==> src/rtl/alu_ctrl_sequencer.sv <==
// -----------------------------------------------------------------------------
// alu_ctrl_sequencer
//
// Sits between instruction decode and the ALU. It accepts one ALU request per
// valid/ready handshake, resolves the full ALU control word from the external
// control word and the active-low mode strobes, and drives it to the ALU as a
// registered control word.
//   - Plain requests (addr_mode_n=1) occupy one EXEC cycle.
//   - Address-mode requests (addr_mode_n=0) occupy ADDR_STEPS cycles: an
//     effective-address add on step 0, then the decoded op on the remaining
//     steps.
//
// Ports
//   clk          in   system clock, rising edge
//   rst_n        in   asynchronous active-low reset
//   req_valid    in   request present
//   req_ready    out  sequencer can accept a request this cycle
//   ctrl_in      in   external ALU control word (used when mov_n=1)
//   mov_n        in   0 = internal operation
//   addr_mode_n  in   0 = address-mode operation
//   incdec_n     in   0 = internal INC/DEC (only with mov_n=0)
//   dec_n        in   0 = DEC, 1 = INC (only with incdec_n=0)
//   alu_ctrl     out  registered ALU control word
//   alu_valid    out  alu_ctrl is a live step
//   step         out  index of the current step
//   busy         out  operation in progress
//   done         out  one-cycle pulse on the final step
// -----------------------------------------------------------------------------
module alu_ctrl_sequencer #(
  parameter int                CTRL_W     = 4,
  parameter int                ADDR_STEPS = 2,
  parameter int                STEP_W     = 3,
  parameter logic [CTRL_W-1:0] CODE_NOP   = 'd0,
  parameter logic [CTRL_W-1:0] CODE_ADD   = 'd1,
  parameter logic [CTRL_W-1:0] CODE_INC   = 'd2,
  parameter logic [CTRL_W-1:0] CODE_DEC   = 'd3,
  parameter logic [CTRL_W-1:0] CODE_MOV   = 'd4
) (
  input  logic              clk,
  input  logic              rst_n,
  input  logic              req_valid,
  output logic              req_ready,
  input  logic [CTRL_W-1:0] ctrl_in,
  input  logic              mov_n,
  input  logic              addr_mode_n,
  input  logic              incdec_n,
  input  logic              dec_n,
  output logic [CTRL_W-1:0] alu_ctrl,
  output logic              alu_valid,
  output logic [STEP_W-1:0] step,
  output logic              busy,
  output logic              done
);

  // Illegal configurations stop elaboration rather than misbehave silently.
  if (ADDR_STEPS < 2 || ADDR_STEPS > 8) begin : g_bad_addr_steps
    $error("alu_ctrl_sequencer: ADDR_STEPS=%0d outside legal range 2..8", ADDR_STEPS);
  end
  if ((1 << STEP_W) < ADDR_STEPS) begin : g_bad_step_w
    $error("alu_ctrl_sequencer: STEP_W=%0d too narrow for ADDR_STEPS=%0d", STEP_W, ADDR_STEPS);
  end

  localparam logic [STEP_W-1:0] LAST_STEP = STEP_W'(ADDR_STEPS - 1);

  typedef enum logic [1:0] {
    S_IDLE = 2'd0,
    S_EXEC = 2'd1,
    S_ADDR = 2'd2
  } state_t;

  state_t            r_state;
  logic [CTRL_W-1:0] r_op;        // decoded op held for the later ADDR steps
  logic [CTRL_W-1:0] r_alu_ctrl;
  logic              r_alu_valid;
  logic [STEP_W-1:0] r_step;
  logic              r_busy;
  logic              r_done;
  logic              r_out_of_reset; // keeps req_ready low until the first clock after reset

  logic [CTRL_W-1:0] w_op;
  logic              w_last;
  logic              w_accept;

  // Decode of the request currently presented at the inputs.
  // NOTE: every combinational output gets a default first so no path leaves it
  // unassigned; otherwise a latch is inferred.
  always_comb begin
    w_op = ctrl_in;
    if (!mov_n) begin
      if (incdec_n)   w_op = CODE_MOV;
      else if (dec_n) w_op = CODE_INC;
      else            w_op = CODE_DEC;
    end
  end

  // The final cycle of an operation doubles as an accept slot, which is what
  // lets back-to-back requests run without a bubble.
  assign w_last    = (r_state == S_EXEC) || (r_state == S_ADDR && r_step == LAST_STEP);
  assign req_ready = r_out_of_reset && (r_state == S_IDLE || w_last);
  assign w_accept  = req_valid && req_ready;

  always_ff @(posedge clk or negedge rst_n) begin
    if (!rst_n) r_out_of_reset <= 1'b0;
    else        r_out_of_reset <= 1'b1;
  end

  // Single FSM block: state and all outputs are registered together, so the
  // ALU never sees a combinational path from the request inputs.
  // NOTE: sequential state uses non-blocking assignments so every flop samples
  // pre-edge values regardless of statement order.
  always_ff @(posedge clk or negedge rst_n) begin
    if (!rst_n) begin
      r_state     <= S_IDLE;
      r_op        <= CODE_NOP;
      r_alu_ctrl  <= CODE_NOP;
      r_alu_valid <= 1'b0;
      r_step      <= '0;
      r_busy      <= 1'b0;
      r_done      <= 1'b0;
    end else if (w_accept) begin
      r_op        <= w_op;
      r_alu_valid <= 1'b1;
      r_busy      <= 1'b1;
      r_step      <= '0;
      if (addr_mode_n) begin
        r_state    <= S_EXEC;
        r_alu_ctrl <= w_op;
        r_done     <= 1'b1;
      end else begin
        r_state    <= S_ADDR;
        r_alu_ctrl <= CODE_ADD;
        r_done     <= 1'b0;   // ADDR_STEPS >= 2, so step 0 is never final
      end
    end else if (r_state == S_ADDR && !w_last) begin
      r_alu_ctrl <= r_op;
      r_step     <= r_step + STEP_W'(1);
      r_done     <= (r_step + STEP_W'(1)) == LAST_STEP;
    end else begin
      // Idle, or a final cycle with no follow-on request.
      r_state     <= S_IDLE;
      r_alu_ctrl  <= CODE_NOP;
      r_alu_valid <= 1'b0;
      r_step      <= '0;
      r_busy      <= 1'b0;
      r_done      <= 1'b0;
    end
  end

  assign alu_ctrl  = r_alu_ctrl;
  assign alu_valid = r_alu_valid;
  assign step      = r_step;
  assign busy      = r_busy;
  assign done      = r_done;

endmodule

==> config.mk <==
export PLATFORM = sky130hd
export DESIGN_NAME = alu_ctrl_sequencer
export DESIGN_NICKNAME = d
export VERILOG_FILES = /design/src/rtl/alu_ctrl_sequencer.sv
export SDC_FILE = /design/constraint.sdc
export NUM_CORES = 1
export LEC_CHECK = 0
export BUFFER_PORTS_ARGS = -buffer_cell sky130_fd_sc_hd__buf_4
export CORE_MARGIN = 1
export CORE_UTILIZATION = 45
export CTS_CLUSTER_SIZE = 14
export DETAILED_ROUTE_END_ITERATION = 8
export PLACE_DENSITY_LB_ADDON = 0.1
export SLEW_MARGIN = 5
export SYNTH_ARGS = -nofsm -noshare
export SYNTH_HDL_FRONTEND = slang
export SYNTH_SLANG_ARGS = --single-unit
export TNS_END_PERCENT = 10
==> constraint.sdc <==
create_clock -name clk -period 2 [get_ports clk]
set_input_delay 0.6 -clock clk [delete_from_list [all_inputs] [get_ports clk]]
set_output_delay 0.6 -clock clk [all_outputs]
set_load 0.005 [all_outputs]
==> results of run 1 <==
[layout make-up]
type / count / area, um2
clock buffer: 3 / 22.5
multi-input combinational: 33 / 313
timing repair buffer: 29 / 218
fill: 129 / 522
sequential: 16 / 400
tap: 16 / 20.0
inverter: 3 / 11.3
[cells in the final DEF, fill, tap and decap left out]
cell type	Yosys	routed
nor3b_2	1	1
dfrtp_1	16	16
a21boi_2	0	1
inv_2	0	1
nand2_1	3	3
mux2_4	2	2
a21o_1	1	1
o311ai_0	1	1
clkbuf_4	0	3
o31ai_1	1	1
inv_1	3	2
conb_1	1	1
xnor2_1	1	1
nor2b_1	2	2
a22o_1	1	1
ha_1	3	2
or3b_4	1	1
a21oi_4	1	1
buf_4	1	29
a21o_2	1	1
a32o_1	4	4
and2_1	4	4
o21ai_0	1	1
ha_4	0	1
mux2_2	3	3
[stage by stage]
| step | total power [mW] | instance area (um2) |
|---|---|---|
| after floorplan | 0.741 | 727 |
| after CTS | 1.15 | 973 |
| final | 1.16 | 985 |
| after detailed placement | 0.936 | 908 |
| after global routing | 1.24 | 985 |
| after global placement | 0.921 | 908 |
[sequential cells by signal, summed over array words and instances (netlist names)]
signal,cells
busy,1
done,1
r_op,4
r_state,2
step,3
r_out_of_reset,1
alu_ctrl,4
[how the worst max path moves through the flow]
| stage | end | slack, ns |
|---|---|---|
| after global placement | req_ready | 0.11 |
| after CTS | req_ready | -0.1 |
| after global routing | req_ready | -0.16 |
| after detailed placement | req_ready | 0.07 |
| final | req_ready | -0.09 |
| after floorplan | req_ready | 0.20 |
[power by group]
| group | internal, mW | total, mW | switching (mW) |
|---|---|---|---|
| clock | 0.0697 | 0.159 | 0.0888 |
| sequential | 0.430 | 0.498 | 0.0674 |
| combinational | 0.312 | 0.499 | 0.186 |
[kinds of logic after synthesis]
| group | after synthesis | synth area share |
|---|---|---|
| xor gates and xnor gates | 1 | 0.0121 |
| and+or+nand+nor | 11 | 0.0998 |
| muxes | 5 | 0.0878 |
| other | 1 | 0.00516 |
| adders and majority gates | 3 | 0.0516 |
| AOI/OAI and AO/OA | 12 | 0.151 |
| buffers and inverters | 5 | 0.0413 |
| DFF | 16 | 0.551 |
[metal layers]
layer  share of wire  track usage  vias up
li1                -            -      252
met1            0.41        0.228      250
met2            0.54        0.289       15
met3           0.036       0.0259        2
met4          0.0082       0.0938        0
met5               0            0        -
[Yosys cell counts]
| cell | count | share of area |
|---|---|---|
| dfrtp_1 | 16 | 0.55 |
| a21oi_4 | 1 | 0.022 |
| nor2b_1 | 2 | 0.017 |
| ha_1 | 3 | 0.052 |
| conb_1 | 1 | 0.0052 |
| o31ai_1 | 1 | 0.010 |
| a22o_1 | 1 | 0.012 |
| a21o_1 | 1 | 0.010 |
| mux2_2 | 3 | 0.046 |
| buf_4 | 1 | 0.010 |
| a32o_1 | 4 | 0.055 |
| xnor2_1 | 1 | 0.012 |
| buf_6 | 1 | 0.015 |
| a21o_2 | 1 | 0.012 |
| a21boi_0 | 1 | 0.010 |
| or3b_4 | 1 | 0.015 |
| inv_1 | 3 | 0.015 |
| and2_1 | 4 | 0.034 |
| o21ai_0 | 1 | 0.0069 |
| mux2_4 | 2 | 0.041 |
| nand2_1 | 3 | 0.015 |
| o311ai_0 | 1 | 0.012 |
| nor3b_2 | 1 | 0.017 |
[timing repair]
item                       in CTS  in global routing
gates resized for setup         4                  1
setup endpoints to repair       1                  1
pin swaps                       1                  0
hold buffers                    0                  0
buffers inserted                4                  1
[critical path, stage by stage, from the launching register on]
cell and delay [ns]:
dfrtp_1 0.41, inv_2 0.08, ha_4 0.12, or3b_4 0.38, a21boi_2 0.12, buf_4 0.11
==> impl_metrics.toml, run 1 <==
[timing]
setup_violations = 1
drv_slew = 0
rsz0062_at_grt = "true"
hold_slack_ns = 0.168
finalClockSkew_ns = 0.00180
hold_viol_final = 0
max_freq_ghz = 0.479
tns_ns = -0.0884
period_minus_slack_ns = 2.09
period_share = 1.04
worst_slack_ns = -0.0884

[grt]
grt_usage = 0.177
grt_pass1_wl_um = 2340
grt_max_degree = 17
grt_pass1_vias = 532
antenna_found_initial = 0
grt_overflow = 0

[status]
run_status = "complete, but fails checks"
violations = "setup timing"

[cts]
cts_buffer_depth = 2
cts_buffers = 3
cts.sinks = 16
worstSkewPairLatency_ns = 0.27
cts_tree = "yes"
clk_pin_slew_ns = 0.08
cts_max_level = 1
root_buffer = "clkbuf_4"

[layout]
syn_to_final_growth_pct = 35.5
drive_gt1_frac = 0.524
finalCoreUtilization = 0.654
final_cells = 100
antennaDiodeCount = 0
final_nets = 100

[synth]
avgSynthCellArea_um2 = 13.5
postSynthCellCount = 54
yosysWarnings = 0
synth.net_count = 68
ys_seq_area_frac = 0.551
synth_area_um2 = 727
ys_types = 23
synth-seq-cells = 16

[route]
vias = 519
wire_per_inst_um = 13.4
drc = 0
drtAntennaViolNets = 0
drt_iter0_markers = 9
first_pass_iters = 3
wl_um = 1340
avgViaCountPerCell = 5.19

[min_path]
hold_path_class = "in2async"

[worst_setup_path]
critPathArrivalTime_ns = 1.49
startpoint = "step[1]"
r2r_start = "step[1]"
path_max_fanout = 2
r2r_end = "r_op[3]"
worstPathRequired_ns = 1.40
setup.worst_path.start_class = "flop"
reg2reg_slack_ns = 0.10
reg2regPathDepth = 6
path_class = "reg2out"
crit_path_end_kind = "output pin"

[power_and_ir_drop]
p_per_area_nw_per_um2 = 1170
ir_drop_v = 0.000694
leakage_nw = 0.501

[floorplan]
ios = 22
num_rows = 14
die-area_um2 = 1780
die_h_um = 42.2
core_region_area_um2 = 1510
die_x_um = 42.2
initial_core_util = 0.483

[place]
dp.cells = 92
numPortBuffers = 21
hpwl_um = 972
place.gp.congestion = 0.665
place_ws_ns = 0.0660

[job]
drv_cap = 0
No activity file was read; power rests on OpenSTA's default activity.
==> run 2: changes to the inputs <==
--- a/config.mk
+++ b/config.mk
@@ -7,7 +7,7 @@
 export LEC_CHECK = 0
 export BUFFER_PORTS_ARGS = -buffer_cell sky130_fd_sc_hd__buf_4
 export CORE_MARGIN = 1
-export CORE_UTILIZATION = 45
+export CORE_UTILIZATION = 40
 export CTS_CLUSTER_SIZE = 14
 export DETAILED_ROUTE_END_ITERATION = 8
 export PLACE_DENSITY_LB_ADDON = 0.1
==> run 2 against run 1 <==
Compared with the run above:
- the run still ends with setup timing left
- first-iteration DRC count shrank 44%
- sequential power fell by 0.8%
- setup slack got worse by 0.0087 ns
- die area rose by 12%
- flip-flop and latch count unchanged
- critical path depth stayed put
- clock skew is 0.0019 ns higher
- register-to-register slack about the same
- worst hold slack got worse by 0.024 ns
- core utilization shrank 6.7 points
- global-route usage fell by 2.3 points
- largest cell class unchanged
==> impl_metrics.toml, run 2 (synthesis gave the netlist of run 1 again) <==
[timing]
period_minus_slack_ns = 2.10
drv_slew = 0
worst_slack_ns = -0.0971
period_share = 1.05
finalClockSkew_ns = 0.00374
hold_slack_ns = 0.144
hold_viol_final = 0
setup_violations = 1
max_freq_ghz = 0.477
tns_ns = -0.0971
rsz0062_at_grt = "true"

[layout]
final_common_cell = "buf_4"
drive_gt1_frac = 0.524
layout_common_cells = "buf_4 (28), dfrtp_1 (16), a32o_1 (4), and2_1 (4)"
antennaDiodeCount = 0
fin_area_um2 = 1000
syn_to_final_growth_pct = 37.9
final_nets = 99
final_cells = 109
finalCoreUtilization = 0.587

[worst_setup_path]
path_max_fanout = 2
critPathArrivalTime_ns = 1.50
worstPathRequired_ns = 1.40
crit_path_end_kind = "output pin"
setup.worst_path.start_class = "flop"
path_class = "reg2out"

[power_and_ir_drop]
power_mw = 1.21
p_per_area_nw_per_um2 = 1210
leakage_nw = 0.504
ir_drop_v = 0.000547

[cts]
cts_max_level = 1
cts.sinks = 16
cts_buffers = 3
clk_pin_slew_ns = 0.10
cts_buffer_depth = 2
postCtsHoldBufs = 0
worstSkewPairLatency_ns = 0.29
cts_tree = "yes"
root_buffer = "clkbuf_4"

[grt]
grt_max_degree = 17
grt_overflow = 0
grt_usage = 0.154
grt_pass1_vias = 472
grt_pass1_wl_um = 2100
antenna_found_initial = 0

[floorplan]
initial_core_util = 0.426
ios = 22
die-area_um2 = 1990
core_region_area_um2 = 1710
die_x_um = 44.6
die_h_um = 44.6
num_rows = 15

[status]
run_status = "complete, but fails checks"
violations = "setup timing"

[place]
place_area_um2 = 912
dp.cells = 100
place_ws_ns = 0.0788
place.gp.congestion = 0.693
numPortBuffers = 21

[route]
wl_um = 1350
first_pass_iters = 4
avgViaCountPerCell = 4.73
vias = 516
drt_iter0_markers = 5
wire_per_inst_um = 12.4
drc = 0
drtAntennaViolNets = 0

[job]
drv_cap = 0

[min_path]
hold_path_class = "in2async"
==> run 2: cell count changes in the layout (fill, tap and decap cells not counted) <==
cell / change
clkbuf_8: +1
buf_4: -1
==> run 2: cell type report <==
type | count | area (um2)
Multi-Input combinational cell | 33 | 313
Timing Repair Buffer | 28 | 210
Tap cell | 25 | 31.3
Fill cell | 153 | 706
Inverter | 3 | 11.3
Clock buffer | 4 | 36.3
Sequential cell | 16 | 400
==> run 2: timing repair <==
| item | 4_1_cts | 5_1_grt |
|---|---|---|
| endpoints found under the setup margin | 1 | 1 |
| pin swaps | 1 | 0 |
| gates resized for setup | 4 | 1 |
| setup buffers | 4 | 1 |
==> run 2: power by group <==
| group | internal, mW | switching (mW) |
|---|---|---|
| clock | 0.111 | 0.108 |
| sequential | 0.430 | 0.0639 |
| combinational | 0.307 | 0.189 |
| total | 0.848 | 0.361 |
==> run 2: worst paths after layout <==
check	start	endpoint	slack (ns)	depth (start not counted)
min in group clk	r_op[3]	alu_ctrl[3]	0.51	1
hold reg to reg	r_op[3]	alu_ctrl[3]	0.51	1
setup / recovery	step[1]	req_ready	-0.1	5
max in group asynchronous	rst_n	alu_ctrl[2]	1.68	1
hold / removal	rst_n	step[0]	0.14	1
setup reg to reg	step[1]	r_op[0]	0.09	6
==> run 2: critical path, stage by stage, from the launching register on <==
cell and delay (ns):
dfrtp_1 0.40, inv_2 0.08, ha_4 0.11, or3b_4 0.37, a21boi_2 0.12, buf_4 0.11
==> run 2: per-layer routing <==
| layer | global-route usage | routed length, um | vias to the layer above | share of wire |
|---|---|---|---|---|
| li1 | - | - | 249 | - |
| met1 | 0.198 | 613 | 252 | 0.46 |
| met3 | 0.0367 | 51 | 4 | 0.038 |
| met5 | 0 | 0 | - | 0 |
| met2 | 0.226 | 651 | 11 | 0.48 |
| met4 | 0.109 | 30 | 0 | 0.022 |
==> run 3: changes to the inputs <==
==> constraint.sdc (replaced) <==
create_clock -name clk -period 2 [get_ports clk]
set_input_delay 0 -clock clk [delete_from_list [all_inputs] [get_ports clk]]
set_output_delay 0 -clock clk [all_outputs]
set_load 0.005 [all_outputs]
==> run 3 against run 2 <==
Compared with the run above:
- critical path type is now reg2reg
- combinational power decreased by 13%
- the run now ends clean
- clock skew decreased by 0.0011 ns
- highest routed layer unchanged
- final area decreased by 4.4%
- clock power about the same
- non-clock buffer count decreased by 4
- sequential share of layout area increased by 1.8 points
==> impl_metrics.toml, run 3 (synthesis gave the netlist of run 1 again) <==
[timing]
drv_slew = 0
setup_violations = 0
tns_ns = 0
max_freq_ghz = 0.557
period_minus_slack_ns = 1.79
finalClockSkew_ns = 0.00264
period_share = 0.897
hold_viol_final = 0
rsz0062_at_grt = "false"

[layout]
antennaDiodeCount = 0
final_cells = 105
finalCoreUtilization = 0.561
final_common_cell = "buf_4"
fill_cells = 157
final_nets = 95
layout_common_cells = "buf_4 (23), dfrtp_1 (16), a32o_1 (4), and2_1 (4)"
syn_to_final_growth_pct = 31.8
drive_gt1_frac = 0.450

[place]
numPortBuffers = 21
hpwl_um = 967
place.gp.congestion = 0.695
dp.cells = 100

[grt]
grt_pass1_wl_um = 2100
grt_max_degree = 17
grt_overflow = 0
grt_usage = 0.155
grt_pass1_vias = 487
antenna_found_initial = 0

[cts]
cts_tree = "yes"
cts_buffers = 3
clk_pin_slew_ns = 0.10
root_buffer = "clkbuf_4"
cts_buffer_depth = 2
worstSkewPairLatency_ns = 0.29
cts_max_level = 1
cts.sinks = 16

[route]
wl_um = 1360
wire_per_inst_um = 13.0
avgViaCountPerCell = 4.69
drc = 0
drt_iter0_markers = 13
first_pass_iters = 4
drtAntennaViolNets = 0
vias = 492

[floorplan]
initial_core_util = 0.426
num_rows = 15
core_region_area_um2 = 1710
die-area_um2 = 1990
die_x_um = 44.6
die_h_um = 44.6
ios = 22

[worst_setup_path]
path_class = "reg2reg"
r2r_start = "step[1]"
cp_slowest_stage_delay_ns = 0.40
reg2reg_slack_ns = 0.21
r2r_end = "r_op[0]"
setup.worst_path.start_class = "flop"
path_max_fanout = 8
critPathArrivalTime_ns = 1.98
crit_path_end_kind = "flop"
crit_slowest_cell = "dfrtp_1"
crit_chain = "inv_1 > ha_1 > or3b_4 > a21oi_4 > mux2_2"
reg2regPathDepth = 5
worstPathRequired_ns = 2.18
startpoint = "step[1]"

[min_path]
hold_path_class = "in2reg"
holdPathEnd = "r_state[0]"
min-delay-start = "addr_mode_n"
whs_path_depth = 2

[power_and_ir_drop]
leakage_nw = 0.481
ir_drop_v = 0.000631
p_per_area_nw_per_um2 = 1190

[status]
run_status = "complete, no violations"

[job]
drv_cap = 0
==> run 3: cell types whose count changed in the layout (fill, tap and decap cells not counted), sizes merged <==
cell,delta
dlygate4sd3,+1
buf,-5
==> run 3: worst max path at each step <==
stage                     slack [ns]  cells after the start  endpoint
final                           0.21                      5   r_op[0]
after global routing            0.13                      5   r_op[0]
after CTS                       0.19                      5   r_op[0]
after detailed placement        0.21                      5   r_op[0]
after global placement          0.25                      5   r_op[3]
after floorplan                 0.28                      6   r_op[1]
==> run 3: repair_timing <==
item	CTS	global route
hold endpoints to repair	16	0
resized for setup	0	0
hold buffers	1	0
setup buffers	0	0
==> run 3: power by group <==
part           switching, mW  leakage [nW]  internal (mW)
clock                  0.108        0.0210          0.111
sequential            0.0619         0.207          0.430
combinational          0.171         0.253          0.261
total                  0.340         0.481          0.802
==> run 3: metal layers <==
layer / up-vias / GRT usage / share of wire / wire length, um
met2: 9 / 0.241 / 0.48 / 647
met4: 0 / 0.0909 / 0.0037 / 5
met1: 240 / 0.203 / 0.49 / 664
met3: 2 / 0.0245 / 0.033 / 45
li1: 241 / - / - / -
met5: - / 0 / 0 / 0
==> run 3: area by class of cell <==
| class | instances | area [um2] | area share |
|---|---|---|---|
| inverters | 3 | 11.3 | 0.0117 |
| well taps | 25 | 31.3 | 0.0326 |
| repair buffers | 24 | 183 | 0.191 |
| multi-input cells | 33 | 297 | 0.309 |
| clock buffers | 4 | 36.3 | 0.0379 |
| flip-flops and latches | 16 | 400 | 0.418 |
==> run 3: worst max-delay path: cells and delay by family, from the launching register on <==
family	cells	cell delay, ns
AO/OA/AOI/OAI	1	0.29
flip-flops	1	0.40
AND/OR/NAND/NOR	1	0.40
buffers and inverters	1	0.08
multiplexers	1	0.37
adder cells (fa/ha/maj)	1	0.14
==> run 3: stage by stage <==
| step | power, mW | instance area, um2 | worst slack [ns] | hold slack [ns] |
|---|---|---|---|---|
| finish | 1.14 | 958 | 0.205 | 0.00565 |
| global route | 1.21 | 958 | 0.135 | 0.0208 |
| CTS | 1.16 | 958 | 0.190 | 0.000870 |
| detailed placement | 0.931 | 912 | 0.207 | -0.133 |
| global placement | 0.924 | 912 | 0.253 | -0.132 |
| floorplan | 0.741 | 727 | 0.280 | -0.296 |
